===== config.mk =====
export PLATFORM = sky130hd
export DESIGN_NAME = frame_state_latch
export DESIGN_NICKNAME = d
export VERILOG_FILES = /design/src/rtl/vga_pkg.sv /design/src/rtl/car_animator.sv /design/src/rtl/frame_state_latch.sv
export SDC_FILE = /design/constraint.sdc
export NUM_CORES = 1
export LEC_CHECK = 0
export ABC_AREA = 1
export CAP_MARGIN = 15
export CORE_ASPECT_RATIO = 0.5
export CORE_MARGIN = 5
export CORE_UTILIZATION = 45
export DETAILED_ROUTE_END_ITERATION = 6
export PLACE_DENSITY = 0.87
export SKIP_CTS_REPAIR_TIMING = 1
export SLEW_MARGIN = 40
export SYNTH_ARGS = -nofsm -noshare
export SYNTH_HDL_FRONTEND = slang
export SYNTH_SLANG_ARGS = --single-unit

===== constraint.sdc =====
create_clock -name pixel_clk -period 3.1 [get_ports pixel_clk]
set_input_delay 0.31 -clock pixel_clk [delete_from_list [all_inputs] [get_ports pixel_clk]]
set_output_delay 0.31 -clock pixel_clk [all_outputs]
set_load 0.03 [all_outputs]

===== src/rtl/vga_pkg.sv =====
// Shared VGA timing constants and elevator status types for the display path.
package vga_pkg;

  localparam int H_ACTIVE = 640;
  localparam int H_FRONT  = 16;
  localparam int H_SYNC   = 96;
  localparam int H_BACK   = 48;
  localparam int H_TOTAL  = H_ACTIVE + H_FRONT + H_SYNC + H_BACK;
  localparam int V_ACTIVE = 480;
  localparam int V_FRONT  = 10;
  localparam int V_SYNC   = 2;
  localparam int V_BACK   = 33;
  localparam int V_TOTAL  = V_ACTIVE + V_FRONT + V_SYNC + V_BACK;

  typedef enum logic [1:0] {
    SIM_IDLE   = 2'b00,
    SIM_RUN    = 2'b01,
    SIM_STOP   = 2'b10,
    SIM_PAUSED = 2'b11
  } sim_state_t;

  typedef struct packed {
    logic [7:0]  destination;
    logic [25:0] people_data;
    sim_state_t  sim_state;
  } elev_status_t;

  // One-hot destination to floor index; the lowest set bit wins.
  function automatic logic [2:0] lowest_set_idx(input logic [7:0] vec);
    logic [2:0] idx;
    idx = 3'd0;
    for (int i = 7; i >= 0; i--) begin
      if (vec[i]) begin
        idx = 3'(i);
      end else begin
        idx = idx;
      end
    end
    return idx;
  endfunction

endpackage


===== src/rtl/car_animator.sv =====
// Frame-rate animation of the displayed car: steps car_floor one floor per
// STEP_FRAMES commit points toward the floor encoded by the committed destination.
module car_animator
  import vga_pkg::*;
#(
  parameter int STEP_FRAMES = 16
) (
  input  logic       pixel_clk_i,
  input  logic       n_reset_i,
  input  logic       cp_i,
  input  logic       paused_i,
  input  logic [7:0] destination_i,
  output logic [2:0] car_floor_o,
  output logic       moving_o
);

  localparam int STEP_W = (STEP_FRAMES > 1) ? $clog2(STEP_FRAMES) : 1;
  localparam logic [STEP_W-1:0] STEP_LAST = STEP_W'(STEP_FRAMES - 1);

  logic [STEP_W-1:0] step_q, step_d;
  logic [2:0]        car_q, car_d;
  logic [2:0]        target_s;
  logic              has_target_s;

  assign target_s     = lowest_set_idx(destination_i);
  assign has_target_s = (destination_i != 8'd0);
  assign car_floor_o  = car_q;
  assign moving_o     = has_target_s && (car_q != target_s);

  // Next-state for the step counter and displayed floor at each commit point.
  always_comb begin
    step_d = step_q;
    car_d  = car_q;
    if (cp_i && !paused_i) begin
      if (!has_target_s || (car_q == target_s)) begin
        step_d = {STEP_W{1'b0}};
      end else if (step_q == STEP_LAST) begin
        step_d = {STEP_W{1'b0}};
        if (target_s > car_q) begin
          car_d = car_q + 3'd1;
        end else begin
          car_d = car_q - 3'd1;
        end
      end else begin
        step_d = step_q + STEP_W'(1);
      end
    end else begin
      step_d = step_q;
      car_d  = car_q;
    end
  end

  // Animation state registers.
  always_ff @(posedge pixel_clk_i or negedge n_reset_i) begin
    if (!n_reset_i) begin
      step_q <= {STEP_W{1'b0}};
      car_q  <= 3'd0;
    end else begin
      step_q <= step_d;
      car_q  <= car_d;
    end
  end

endmodule


===== src/rtl/frame_state_latch.sv =====
// Buffers elevator status updates and commits them to the display outputs only
// at the start of vertical blanking, plus frame counter, blink and car animation.
module frame_state_latch
  import vga_pkg::*;
#(
  parameter int STEP_FRAMES = 16,
  parameter int BLINK_BIT   = 4
) (
  input  logic        pixel_clk,
  input  logic        n_reset,
  input  logic [9:0]  horiz_count,
  input  logic [9:0]  vert_count,
  input  logic        upd_valid,
  output logic        upd_ready,
  input  logic [7:0]  upd_destination,
  input  logic [25:0] upd_people_data,
  input  logic [1:0]  upd_sim_state,
  output logic [7:0]  destination,
  output logic [25:0] people_data,
  output logic [1:0]  sim_state,
  output logic [2:0]  car_floor,
  output logic        moving,
  output logic        frame_start,
  output logic [7:0]  frame_count,
  output logic        blink
);

  elev_status_t pending_q, pending_d;
  elev_status_t committed_q, committed_d;
  logic         pending_full_q, pending_full_d;
  logic         frame_start_q;
  logic [7:0]   frame_count_q, frame_count_d;
  logic         cp_s, xfer_s, paused_s;

  // Only exact equality is decoded, so out-of-frame counter values are harmless.
  assign cp_s     = (vert_count == 10'(V_ACTIVE)) && (horiz_count == 10'd0);
  assign xfer_s   = upd_valid && !pending_full_q;
  assign paused_s = (committed_q.sim_state == SIM_PAUSED);

  assign upd_ready   = !pending_full_q;
  assign destination = committed_q.destination;
  assign people_data = committed_q.people_data;
  assign sim_state   = committed_q.sim_state;
  assign frame_start = frame_start_q;
  assign frame_count = frame_count_q;
  assign blink       = frame_count_q[BLINK_BIT];

  // Pending capture and commit; both cannot occur together since capture needs an empty buffer.
  always_comb begin
    pending_d      = pending_q;
    pending_full_d = pending_full_q;
    committed_d    = committed_q;
    if (xfer_s) begin
      pending_d.destination = upd_destination;
      pending_d.people_data = upd_people_data;
      pending_d.sim_state   = sim_state_t'(upd_sim_state);
      pending_full_d        = 1'b1;
    end else if (cp_s && pending_full_q) begin
      committed_d    = pending_q;
      pending_full_d = 1'b0;
    end else begin
      pending_full_d = pending_full_q;
    end
  end

  // Frame counter advances once per frame unless the committed state is paused.
  always_comb begin
    frame_count_d = frame_count_q;
    if (cp_s && !paused_s) begin
      frame_count_d = frame_count_q + 8'd1;
    end else begin
      frame_count_d = frame_count_q;
    end
  end

  // Status, handshake and frame registers.
  always_ff @(posedge pixel_clk or negedge n_reset) begin
    if (!n_reset) begin
      pending_q      <= '0;
      pending_full_q <= 1'b0;
      committed_q    <= '0;
      frame_start_q  <= 1'b0;
      frame_count_q  <= 8'd0;
    end else begin
      pending_q      <= pending_d;
      pending_full_q <= pending_full_d;
      committed_q    <= committed_d;
      frame_start_q  <= cp_s;
      frame_count_q  <= frame_count_d;
    end
  end

  // Animation sees the destination committed before this cycle's commit.
  car_animator #(
    .STEP_FRAMES(STEP_FRAMES)
  ) u_car_animator (
    .pixel_clk_i  (pixel_clk),
    .n_reset_i    (n_reset),
    .cp_i         (cp_s),
    .paused_i     (paused_s),
    .destination_i(committed_q.destination),
    .car_floor_o  (car_floor),
    .moving_o     (moving)
  );

endmodule


---- After elaboration in Yosys (flattened, before gate mapping) ----
Cells that the tools add are included.
operators by class
  mux-type cells .......................... 13
  $add $sub $neg .......................... 4
  order comparisons ....................... 1
  divide/modulo/power cells ............... 0
  reductions and logical operators ........ 14
  equal/unequal tests ..................... 5
  bitwise logic cells ..................... 2
  shift operators ......................... 0
  multiply operators ...................... 0
operator list
  kind                 count
  $mux 3               9
  $eq 10x9->1 const B  1
  $logic_not 10->1     1
  $add 8x1->8 const B  1
  $mux 4               2
  $reduce_bool 8->1    1
  $logic_and 1x1->1    5
  $add 4x1->4 const B  1
  $eq 4x4->1 const B   1
  $add 3x1->3 const B  1
  $eq 3x3->1           1
  $gt 3x3->1           1
  $logic_not 1->1      3
  $ne 3x3->1           1
  $reduce_and 3->1     1
  $sub 3x1->3 const B  1
  $eq 2x2->1 const B   1
  $mux 1               2
  $not 1->1            2
  $reduce_and 2->1     1
  $reduce_bool 2->1    1
  $logic_or 1x1->1     1
storage, ports and cells
  latch bits .............................. 0
  input bits .............................. 59
  output and inout port bits .............. 51
  word-level logic and storage cells ...... 50
  bits in writable memories ............... 0
  bits in read-only memories .............. 0
  flip-flop bits (word level) ............. 89
  memories kept ........................... 0

---- Logic depth before layout (Yosys ltp) ----
Gate-level depths: netlist of the first run.
  depth after elaboration ................. 12
  depth in mapped cells ................... 15
  depth with buffers taken out ............ 15

---- By module ----
A second synthesis of the first run with hierarchy kept.
unflattened totals
  cells, all modules ...................... 424
  area total of the unflattened synthesis .. 4194.0 µm²
modules (own cells, without submodules)
  module             cells each  area an instance (µm²)  seq. area each (µm²)  instances
  frame_state_latch  348         3584.7                  2052.0                1
  car_animator       76          609.3                   175.2                 1

---- Worst setup path before layout of the first run ----
OpenSTA, ideal clock, no wires.
  kind .................................... reg2reg
  start ................................... reg committed_q (netlist bit destination[7])
  end ..................................... reg u_car_animator.car_q[2] (netlist: u_car_animator.car_floor_o[2])
  slack ................................... 552 ps
  required time ........................... 2983 ps
  cell stages (with the launch flop) ...... 16
  arrival ................................. 2431 ps
  setup time .............................. 117 ps
  clock period less this slack ............ 2548 ps
  buffers on the path ..................... 0
  path through ............................ dfrtp_1 > nor2_1 > nor3_1 > nor3_1 > nor3_1 > ha_1 > nand2_1 > o21ai_0 > nand2_1 > fa_1 > xor2_1 > nand3b_1 > nand2_1 > inv_1 > nand3_1 > nand2_1
on the way
  longest elaborated chain between the ends .. 12
  elaborated cells between the ends (all ways) .. 16
  those cells by class .................... 1 x order compare; 1 x eq/ne; 9 x mux; 1 x bitwise; 4 x reduce/logical
ends and longest elaborated chain
  what                               line                     source
  from (decl)                        frame_state_latch.sv:29  elev_status_t committed_q, committed_d;
  from (signal assigned)             frame_state_latch.sv:87  committed_q <= committed_d;
  $mux 3 (8 in series)               vga_pkg.sv:33            if (vec[i]) begin
  $eq 3x3->1                         car_animator.sv:35       if (!has_target_s || (car_q == target_s)) begin
  $logic_or 1x1->1                   car_animator.sv:35
  $not 1->1 (no source line)         n/a
  $reduce_and 3->1 (no source line)  n/a
  to (signal assigned)               car_animator.sv:60       car_q <= car_d;
  to (decl)                          car_animator.sv:21       logic [2:0] car_q, car_d;
Several ways; a longest one is shown, not always the timed one.
A chain may end at the register's enable or synchronous reset.

---- Worst setup path after layout of the first run ----
  start ................................... reg committed_q (netlist bit destination[6])
  end ..................................... reg u_car_animator.car_q[2] (netlist: u_car_animator.car_floor_o[2])
on the way
  longest elaborated chain between the ends .. 11
  elaborated cells between the ends (all ways) .. 15
  those cells by class .................... 1 x order compare; 1 x eq/ne; 8 x mux; 1 x bitwise; 4 x reduce/logical
ends and longest elaborated chain
  what                               line
  $mux 3 (7 in series)               vga_pkg.sv:33
  $eq 3x3->1                         car_animator.sv:35
  $logic_or 1x1->1                   car_animator.sv:35
  $not 1->1 (no source line)         n/a
  $reduce_and 3->1 (no source line)  n/a
Several ways; a longest one is shown, not always the timed one.

==> summary.txt, run 1 <==
Outcome
  • Status: finished clean

Yosys
  • Post-synthesis mux area share: under 10%
  • Most used DFF post-synth: dfrtp_1
  • Netlist area before placement: approximately 3800 um^2
  • Commonest cells post-synth: nand2_1 (93), dfrtp_1 (89), inv_1 (53)
  • Compound-Gate Fraction of Synth Area: 9.948%
  • Async S/R FF share, synth: 100.0%
  • Sequential element share of the synthesized area: 58.25%
  • Post-Synth XOR/XNOR Area: between 1 and 1.5%
  • Synth Area in Simple Gates: a little under a fifth
  • Area contributors post-synth: dfrtp_1 (58%), nand2_1 (9.1%), inv_1 (5.2%)
  • Yosys warns: 0
  • Synth area leader: dfrtp_1
  • Largest family of logic cells by synthesized area: simple AND/OR/NAND/NOR gates
  • Most common cell in the netlist: nand2_1
  • Post-synthesis adder-cell area fraction: 2.160%
  • Cells after synthesis: 424
  • Post-synth cell types: 30
  • Post-synth top area share: 58.25%
  • Number of enable flip-flop cells after synthesis: 0
  • Syn_area_per_cell: 9.018 um^2
  • Post-synthesis register bit count: slightly below 90
  • Syn_nets: approximately 490

Global routing
  • Initial antenna violation count: 0
  • Gr ovfl total: 0
  • GRT Resource Usage Total: a little under a fifth
  • Vias in the first global route: around 3,200
  • First-pass GRT wire length: 15.34 mm
  • Largest net degree at the start of global routing: 60

Worst setup path
  • R2R Path End: u_car_animator.car_floor_o[2]
  • CP Launch Point: destination[6]
  • Worst R2R Start: destination[6]
  • Worst EP required: 3.33 ns
  • Critical path data arrival time: 2.88 ns
  • Crit path max fanout: 4
  • Reg2Reg Setup Slack: approximately 0.44 ns
  • Crit start category: register
  • Reg2reg path depth: 15
  • Crit path kind: register to register
  • Endpoint class of the critical path: register

Placed design
  • DP HPWL: 6.453 mm
  • GPL Wtd Cong: ~0.80
  • Dpl ws: 0.4513 ns
  • Port Buffers: between 100 and 150

Floorplan
  • Die Y: 75.18 um
  • Chip Width: 140.4 um
  • Ports: 110
  • Num rows: 23
  • Die ar.: 10,550 um^2
  • Starting density of the core: around 47%
  • CORE AREA: 8144 um^2

Power and ir drop
  • Power per standard cell area: 467.9 nW/um^2
  • P_leak: 2.618 nW
  • Peak supply drop: 0.3109 mV
  • Total power: 2.512 mW

Hold path
  • WHS Path Cells: 2
  • WHS Endpoint: sim_state[0]
  • Worst min path class: register to register
  • Hold Startpoint: pending_q[0]

Route
  • DRT iter0 DRCs: ~150
  • Metal-1 WL: 3.798 mm
  • Via count: 3,116
  • Drt first pass iters: 4
  • Top Layer Used: met4
  • Routed Antenna Nets: 0
  • Final wirelength: around 9.1 mm
  • Vias per inst: around 4.8
  • WL per Instance: 13.95 um
  • Routed met2 length: between 4 and 5 mm
  • Wire length on met3: 416 um
  • DR DRC count: 0

Timing
  • Skew final: 0.005478 ns
  • Slew HR: 62.94%
  • Max Fclk: 376.6 MHz
  • Final Hold Fails: 0
  • Final setup fails: 0
  • Setup total negative slack: 0 ns
  • RSZ-0062 raised after global routing: false
  • Min setup slack post-route: 0.4448 ns
  • Tmin final: ~2.7 ns
  • Worst-Margin Slew: about 0.56 ns
  • Fin crit share: 85.65%
  • Final slew viol count: 0

Clocking
  • CTS tree: yes
  • Clock transition at the registers of the reported paths: 0.06 ns
  • Insertion delay to the later sink of the worst-skew pair: around 0.33 ns
  • H-Tree Depth: 3
  • CTS Sinks: 89
  • Clock root buffer: clkbuf_16
  • CTS Buf Count: 9
  • Clk buf depth: 2

Run
  • Total of max-cap violations: 0

Finish
  • Share of layout cells above drive strength 1: 6.679%
  • Layout area overhead: 40.38%
  • Antenna diodes: 0
  • Nets@finish: approximately 600
-- power breakdown --
part	leakage, nW	switching [mW]	total, mW	internal [mW]
Combinational	1.39	0.0400	0.109	0.0689
Clock	0.166	0.433	1.24	0.808
Sequential	1.07	0.000124	1.16	1.16
Total	2.62	0.473	2.51	2.04
-- metal layers --
layer / track usage, % / vias up
met1: 20.71 / 1478
met4: 5.585 / 0
met2: 34.27 / 63
met5: 0 / -
met3: 5.013 / 13
li1: - / 1562
-- flip-flops by register name, summed over array words and instances (netlist names) --
register,flops
destination,8
frame_count,8
frame_start,1
pending_full_q,1
pending_q,36
people_data,26
sim_state,2
u_car_animator.car_floor_o,3
u_car_animator.step_q,4
-- worst max path at each step --
stage	end	slack (ns)	cells past startpoint
floorplan	u_car_animator.car_floor_o[2]	0.55	15
global placement	moving	0.59	9
detailed placement	moving	0.45	9
CTS	moving	0.05	9
global route	u_car_animator.car_floor_o[2]	0.17	15
finish	u_car_animator.car_floor_o[2]	0.44	15
-- layout make-up --
class | count | area (um^2)
fill | 651 | 2776
sequential | 89 | 2227
multi-input combinational | 266 | 1319
timing repair buffer | 114 | 1131
clock buffer | 11 | 242.7
inverter | 54 | 205.2
tap | 112 | 140.1
clock inverter | 5 | 102.6
-- cell usage in the layout, fill, tap and decap left out, types with 2 or more instances in the layout --
cell / instances
clkdlybuf4s50_1: 107
nand2_1: 92
dfrtp_1: 89
inv_1: 53
nor2_1: 49
a21oi_1: 30
o21ai_0: 27
o21ai_1: 16
nand3_1: 15
clkbuf_16: 9
mux2_2: 8
nor3_1: 5
ha_1: 5
buf_4: 5
xnor2_1: 4
bufinv_16: 3
nand4_1: 2
xor2_1: 2
-- through the flow --
| step | cell area (um^2) | util (%) | hold slack (ns) | std cells |
|---|---|---|---|---|
| 2_1_floorplan | 3824 | - | 0.01441 | 424 |
| 5_1_grt | 5368 | 65.91 | 0.5013 | 651 |
| 3_3_place_gp | 5002 | 61.42 | 0.3233 | 634 |
| 3_5_place_dp | 5010 | 61.51 | 0.3259 | 634 |
| 6_report | 5368 | 65.91 | 0.4719 | 651 |
| 4_1_cts | 5355 | 65.76 | -0.03044 | 650 |
-- critical path, stage by stage, from the launching register on --
cell and delay (ns):
dfrtp_1 0.42, nor2_1 0.21, nor3_1 0.07, nor3_1 0.15
nor3_1 0.07, ha_1 0.29, nand2_1 0.05, o21ai_0 0.22
nand2_1 0.14, fa_1 0.39, xor2_1 0.16, nand3b_1 0.16
nand2_1 0.07, inv_1 0.04, nand3_1 0.07, nand2_1 0.05
-- cells by family (layout without fill, tap and decap cells) --
family	after synthesis	in the layout
simple gates	171	171
flops	89	89
compound gates	75	75
buf+inv	69	184
mux	8	8
fa+ha+maj	6	6
xor+xnor	6	6
(Power assumes the default switching activity.)
==> run 2, diff against run 1 <==
--- a/config.mk
+++ b/config.mk
@@ -9,11 +9,11 @@
 export CAP_MARGIN = 15
 export CORE_ASPECT_RATIO = 0.5
 export CORE_MARGIN = 5
-export CORE_UTILIZATION = 45
+export CORE_UTILIZATION = 47
 export DETAILED_ROUTE_END_ITERATION = 6
-export PLACE_DENSITY = 0.87
+export PLACE_DENSITY = 0.9
 export SKIP_CTS_REPAIR_TIMING = 1
-export SLEW_MARGIN = 40
+export SLEW_MARGIN = 25
 export SYNTH_ARGS = -nofsm -noshare
 export SYNTH_HDL_FRONTEND = slang
 export SYNTH_SLANG_ARGS = --single-unit
==> run 2 against run 1 <==
Routed wire length increased by 0.23%; clock skew up 0.00087 ns; fmax is 4.4% lower; register-to-register slack got worse by 0.12 ns; sequential share of layout area rose by 0.44 points; clock-buffer cell count did not move; largest cell class unchanged.
==> summary.txt, run 2 (synthesis gave the netlist of run 1 again) <==
Floorplan
  • CORE AREA: 7971 um^2 (was 8144 um^2)
  • Die Y: 73.78 um (was 75.18 um)
  • Starting density of the core: 47.97% (was 46.95%)
  • Chip Width: 137.6 um (was 140.4 um)
  • Num rows: 23 (unchanged)
  • Die ar.: 10,150 um^2 (was 10,550 um^2)
  • Ports: 110 (unchanged)

Route
  • Via count: 3,140 (was 3,116)
  • WL per Instance: 14.09 um (was 13.95 um)
  • Final wirelength: 9.100 mm (was 9.079 mm)
  • Drt first pass iters: 4 (unchanged)
  • DR DRC count: 0 (unchanged)
  • Vias per inst: 4.861 (was 4.786)
  • DRT iter0 DRCs: 121 (was 148)
  • Routed Antenna Nets: 0 (unchanged)

Worst setup path
  • Crit path kind: register to register (unchanged)
  • Crit start category: register (unchanged)
  • Worst EP required: 3.32 ns (was 3.33 ns)
  • CP peak stage delay: 0.42 ns (about the same)
  • Critical path data arrival time: 2.99 ns (was 2.88 ns)
  • Most frequent cell on the critical path: nand2_1 (unchanged)
  • Crit path max fanout: 4 (unchanged)
  • Critical Path, Cell by Cell: nor2_1, nor3_1, nor3_1, nor3_1, ha_1, nand2_1, o21ai_0, nand2_1, fa_1, xor2_1, nand3b_1, nand2_1, inv_1, nand3_1, nand2_1 (unchanged)
  • Endpoint class of the critical path: register (unchanged)
  • Worst path slowest cell: dfrtp_1 (unchanged)

Finish
  • Commonest non-fill, non-tap cell in the layout: clkdlybuf4s50_1 (unchanged)
  • Commonest non-fill, non-tap cells in the layout: clkdlybuf4s50_1 (107), nand2_1 (92), dfrtp_1 (89) (unchanged)
  • Layout area overhead: 38.91% (was 40.38%)
  • Layout Utilization: 66.63% (was 65.91%)
  • Nets@finish: 596 (was 599)
  • Fillers: 611 (was 651)
  • Design area: 5311 um^2 (was 5368 um^2)
  • Layout Cells excl Fill: 646 (was 651)
  • Biggest register: pending_q (unchanged)
  • Share of layout cells above drive strength 1: 6.180% (was 6.679%)
  • Max reg flops: 36 (unchanged)
  • Antenna diodes: 0 (unchanged)

Clocking
  • Insertion delay to the later sink of the worst-skew pair: 0.33 ns (about the same)
  • CTS Buf Count: 9 (unchanged)
  • Clk buf depth: 2 (unchanged)
  • H-Tree Depth: 3 (unchanged)
  • CTS tree: yes (unchanged)
  • Clock transition at the registers of the reported paths: 0.06 ns (about the same)
  • Clock root buffer: clkbuf_16 (unchanged)
  • CTS Sinks: 89 (unchanged)

Power and ir drop
  • Sw Ratio: 18.65% (was 18.82%)
  • Total power: 2.419 mW (was 2.512 mW)
  • Logic pwr share: 4.4% (was 4.3%)
  • Flop pwr share: 48.0% (was 46.3%)
  • Clk pwr share: 47.6% (was 49.4%)
  • Peak supply drop: 0.2783 mV (was 0.3109 mV)
  • Switching pwr: 451.1 uW (was 472.8 uW)
  • Total internal power: 1.968 mW (was 2.039 mW)
  • Power per standard cell area: 455.5 nW/um^2 (was 467.9 nW/um^2)
  • P_leak: 2.588 nW (was 2.618 nW)

Global routing
  • Vias in the first global route: 3,140 (was 3,220)
  • GRT Resource Usage Total: 18.64% (was 18.18%)
  • Largest net degree at the start of global routing: 90 (was 60)
  • Gr ovfl total: 0 (unchanged)
  • Initial antenna violation count: 0 (unchanged)
  • First-pass GRT wire length: 14.63 mm (was 15.34 mm)

Timing
  • Max Fclk: 360.1 MHz (was 376.6 MHz)
  • Min setup slack post-route: 0.3226 ns (was 0.4448 ns)
  • Final setup fails: 0 (unchanged)
  • Final slew viol count: 0 (unchanged)
  • WHS: 0.04840 ns (was 0.4719 ns)
  • Final Hold Fails: 0 (unchanged)
  • Tmin final: 2.777 ns (was 2.655 ns)
  • Worst-Margin Slew: 0.8964 ns (was 0.5554 ns)
  • Slew HR: 40.16% (was 62.94%)
  • Setup total negative slack: 0 ns (unchanged)
  • Skew final: 0.006351 ns (was 0.005478 ns)
  • Fin crit share: 89.59% (was 85.65%)
  • RSZ-0062 raised after global routing: false (unchanged)

Placed design
  • Port Buffers: 109 (unchanged)
  • DP HPWL: 6.264 mm (was 6.453 mm)
  • Placement Cell Area: 4991 um^2 (was 5010 um^2)
  • Dpl cells: 632 (was 634)
  • Dpl ws: 0.4805 ns (was 0.4513 ns)
  • GPL Wtd Cong: 0.8941 (was 0.8019)

Run
  • Total of max-cap violations: 0 (unchanged)

Hold path
  • Worst min path class: input port to asynchronous set/reset pin (was register to register)

Outcome
  • Status: finished clean (unchanged)
[run 2: power groups by stage]
stage                     clock, mW  combinational, mW  sequential, mW
after floorplan                   0            0.00814            1.18
after global placement            0              0.106            1.18
after detailed placement          0              0.108            1.18
after CTS                      1.17              0.108            1.16
after global routing           1.22              0.116            1.16
final                          1.15              0.105            1.16
[run 2: final cells by class]
cell class | count | area, um^2 | share of cell area [%]
sequential | 89 | 2227 | 41.93
inverter | 54 | 202.7 | 3.816
clock buffer | 11 | 252.7 | 4.759
multi-input combinational | 266 | 1314 | 24.74
clock inverter | 3 | 65.06 | 1.225
tap | 112 | 140.1 | 2.638
timing repair buffer | 111 | 1110 | 20.90
[run 2: path summary, 6_finish.rpt]
path                                       from                       endpoint  slack, ns  cells after the start
worst max-delay path             destination[6]  u_car_animator.car_floor_o[2]       0.32                     15
max in group asynchronous               n_reset                  pending_q[32]       2.53                      1
worst min-delay path                    n_reset                  pending_q[19]       0.05                      1
min in group pixel_clk          people_data[15]                people_data[15]       0.48                      2
worst min register to register  people_data[15]                people_data[15]       0.48                      2
worst max register to register   destination[6]  u_car_animator.car_floor_o[2]       0.32                     15
[run 2: critical path: cells and delay by family, from the launching register on]
kind            cells  cell delay [ns]
compound gates      1             0.24
xor+xnor            1             0.18
fa+ha+maj           2             0.70
buf+inv             1             0.03
flops               1             0.42
simple gates       10             1.10
[run 2: per-layer routing]
metal  wire length [um]  GRT usage [%]  vias to the layer above
met2               4915          34.34                       69
met3                485          5.062                       13
li1                   -              -                     1555
met5                  0              0                        -
met4                163          6.305                        0
met1               3535          21.13                     1503
==> run 3, diff against run 2 <==
==> constraint.sdc (replaced) <==
create_clock -name pixel_clk -period 2.66 [get_ports pixel_clk]
set_input_delay 0.266 -clock pixel_clk [delete_from_list [all_inputs] [get_ports pixel_clk]]
set_output_delay 0.266 -clock pixel_clk [all_outputs]
set_load 0.03 [all_outputs]
==> run 3 against run 2 <==
The flow now finishes with violations (negative hold slack); global-route usage increased by 0.066 points; fmax increased by 15%; cell area increased by 1.4%; critical path depth unchanged; die area unchanged; highest routed layer unchanged; flip-flop and latch count unchanged; first-iteration DRC count increased by 40%.
==> summary.txt, run 3 (synthesis gave the netlist of run 1 again) <==
Power and ir drop
  • Power per standard cell area: 543.2 nW/um^2 (was 455.5 nW/um^2)
  • P_leak: 2.615 nW (was 2.588 nW)
  • Total power: 2.925 mW (was 2.419 mW)
  • Peak supply drop: 0.3803 mV (was 0.2783 mV)

Run
  • Total of max-cap violations: 0 (unchanged)

Placed design
  • Dpl ws: 0.08083 ns (was 0.4805 ns)
  • GPL Wtd Cong: 0.8400 (was 0.8941)
  • Placement Cell Area: 5015 um^2 (was 4991 um^2)
  • DP HPWL: 6.222 mm (was 6.264 mm)
  • Port Buffers: 109 (unchanged)

Route
  • DRT iter0 DRCs: 169 (was 121)
  • Via count: 3,172 (was 3,140)
  • Routed met2 length: 4.644 mm (was 4.915 mm)
  • Vias per inst: 4.880 (was 4.861)
  • DR DRC count: 0 (unchanged)
  • Top Layer Used: met4 (unchanged)
  • Drt first pass iters: 4 (unchanged)
  • Metal-1 WL: 3.488 mm (was 3.535 mm)
  • Final wirelength: 8.983 mm (was 9.100 mm)
  • WL per Instance: 13.82 um (was 14.09 um)
  • Wire length on met3: 552 um (was 485 um)
  • Routed Antenna Nets: 0 (unchanged)

Worst setup path
  • Crit path kind: register to register (unchanged)
  • Crit-path leading delay family: simple AND/OR/NAND/NOR gates (unchanged)
  • Worst EP required: 2.89 ns (was 3.32 ns)
  • Endpoint class of the critical path: register (unchanged)
  • Worst Path Buf+Inv: 1 (unchanged)
  • Critical Path, Cell by Cell: nor2_4, nor3_1, nor3_1, nor3_1, ha_1, nand2_1, o21ai_2, nand2_2, fa_2, xor2_1, nand3b_1, nand2_1, inv_1, nand3_1, nand2_1 (was nor2_1, nor3_1, nor3_1, nor3_1, ha_1, nand2_1, o21ai_0, nand2_1, fa_1, xor2_1, nand3b_1, nand2_1, inv_1, nand3_1, nand2_1)
  • Crit start category: register (unchanged)
  • Crit path max fanout: 3 (was 4)
  • Critical path data arrival time: 2.64 ns (was 2.99 ns)
  • Worst path slowest cell: dfrtp_1 (unchanged)
  • CP peak stage delay: 0.42 ns (about the same)

Clocking
  • CTS Sinks: 89 (unchanged)
  • CTS Buf Count: 9 (unchanged)
  • Clock transition at the registers of the reported paths: 0.06 ns (about the same)
  • CTS tree: yes (unchanged)
  • H-Tree Depth: 3 (unchanged)
  • Clk buf depth: 2 (unchanged)
  • Clock root buffer: clkbuf_16 (unchanged)
  • Insertion delay to the later sink of the worst-skew pair: 0.34 ns (was 0.33 ns)

Floorplan
  • Ports: 110 (unchanged)
  • Die Y: 73.78 um (unchanged)
  • Starting density of the core: 47.97% (unchanged)
  • CORE AREA: 7971 um^2 (unchanged)
  • Chip Width: 137.6 um (unchanged)
  • Die ar.: 10,150 um^2 (unchanged)
  • Num rows: 23 (unchanged)

Timing
  • Final slew viol count: 0 (unchanged)
  • Fin crit share: 90.66% (was 89.59%)
  • Tmin final: 2.411 ns (was 2.777 ns)
  • WHS: -0.01559 ns (was 0.04840 ns)
  • Final Hold Fails: 13 (was 0)
  • Min setup slack post-route: 0.2486 ns (was 0.3226 ns)
  • Max Fclk: 414.7 MHz (was 360.1 MHz)
  • Setup total negative slack: 0 ns (unchanged)
  • Final setup fails: 0 (unchanged)
  • RSZ-0062 raised after global routing: false (unchanged)
  • Slew HR: 41.49% (was 40.16%)
  • Worst-Margin Slew: 0.8745 ns (was 0.8964 ns)
  • Skew final: 0.006891 ns (was 0.006351 ns)

Global routing
  • First-pass GRT wire length: 14.59 mm (was 14.63 mm)
  • Gr ovfl total: 0 (unchanged)
  • Largest net degree at the start of global routing: 60 (was 90)
  • Vias in the first global route: 3,148 (was 3,140)
  • GRT Resource Usage Total: 18.71% (was 18.64%)
  • Initial antenna violation count: 0 (unchanged)

Finish
  • Share of layout cells above drive strength 1: 7.807% (was 6.180%)
  • Commonest non-fill, non-tap cell in the layout: clkdlybuf4s50_1 (unchanged)
  • Max reg flops: 36 (unchanged)
  • Biggest register: pending_q (unchanged)
  • Commonest non-fill, non-tap cells in the layout: clkdlybuf4s50_1 (107), nand2_1 (91), dfrtp_1 (88) (was clkdlybuf4s50_1 (107), nand2_1 (92), dfrtp_1 (89))
  • Nets@finish: 598 (was 596)
  • Layout area overhead: 40.84% (was 38.91%)
  • Antenna diodes: 0 (unchanged)
  • Design area: 5385 um^2 (was 5311 um^2)

Hold path
  • Worst min path class: input port to asynchronous set/reset pin (unchanged)

Outcome
  • Failing checks: negative hold slack
  • Status: finished, violations left (was finished clean)
==> run 3: per-stage QoR <==
| stage | cells | utilization [%] | hold slack [ns] |
|---|---|---|---|
| CTS | 650 | 67.24 | 0.01171 |
| detailed placement | 634 | 62.91 | 0.3700 |
| global route | 650 | 67.56 | 0.05676 |
| floorplan | 424 | - | -0.02959 |
| global placement | 634 | 62.91 | 0.3646 |
| finish | 650 | 67.56 | -0.01559 |
==> run 3: cell type report <==
class / instances / area, um^2
clock buffer: 11 / 242.7
clock inverter: 5 / 102.6
fill: 601 / 2586
inverter: 54 / 202.7
multi-input combinational: 266 / 1335
sequential: 89 / 2228
tap: 112 / 140.1
timing repair buffer: 113 / 1134
==> run 3: where the power goes <==
part / internal (mW) / switching [mW]
registers: 1.35 / 0.000163
logic: 0.0804 / 0.0455
clock network: 0.942 / 0.504
==> run 3: final timing paths <==
path,start,to,slack [ns],depth (start not counted)
max,destination[7],u_car_animator.car_floor_o[2],0.25,15
min,n_reset,pending_q[26],-0.02,1
max reg2reg,destination[7],u_car_animator.car_floor_o[2],0.25,15
min reg2reg,pending_q[3],people_data[1],0.47,2
max in group asynchronous,n_reset,destination[6],2.04,2
min in group pixel_clk,pending_q[3],people_data[1],0.47,2
==> run 3: worst register-to-register path, cell delays in order (launching register included) <==
cell and delay (ns):
dfrtp_1 0.42, nor2_4 0.15, nor3_1 0.06, nor3_1 0.13, nor3_1 0.07, ha_1 0.31, nand2_1 0.08, o21ai_2 0.14
nand2_2 0.08, fa_2 0.35, xor2_1 0.16, nand3b_1 0.16, nand2_1 0.07, inv_1 0.03, nand3_1 0.07, nand2_1 0.05
==> run 3: routing by layer <==
metal  track usage, %  vias to the layer above
met5                0                        -
met4            7.633                        0
met3            6.156                       25
met2            33.80                       90
met1            20.53                     1506
li1                 -                     1551
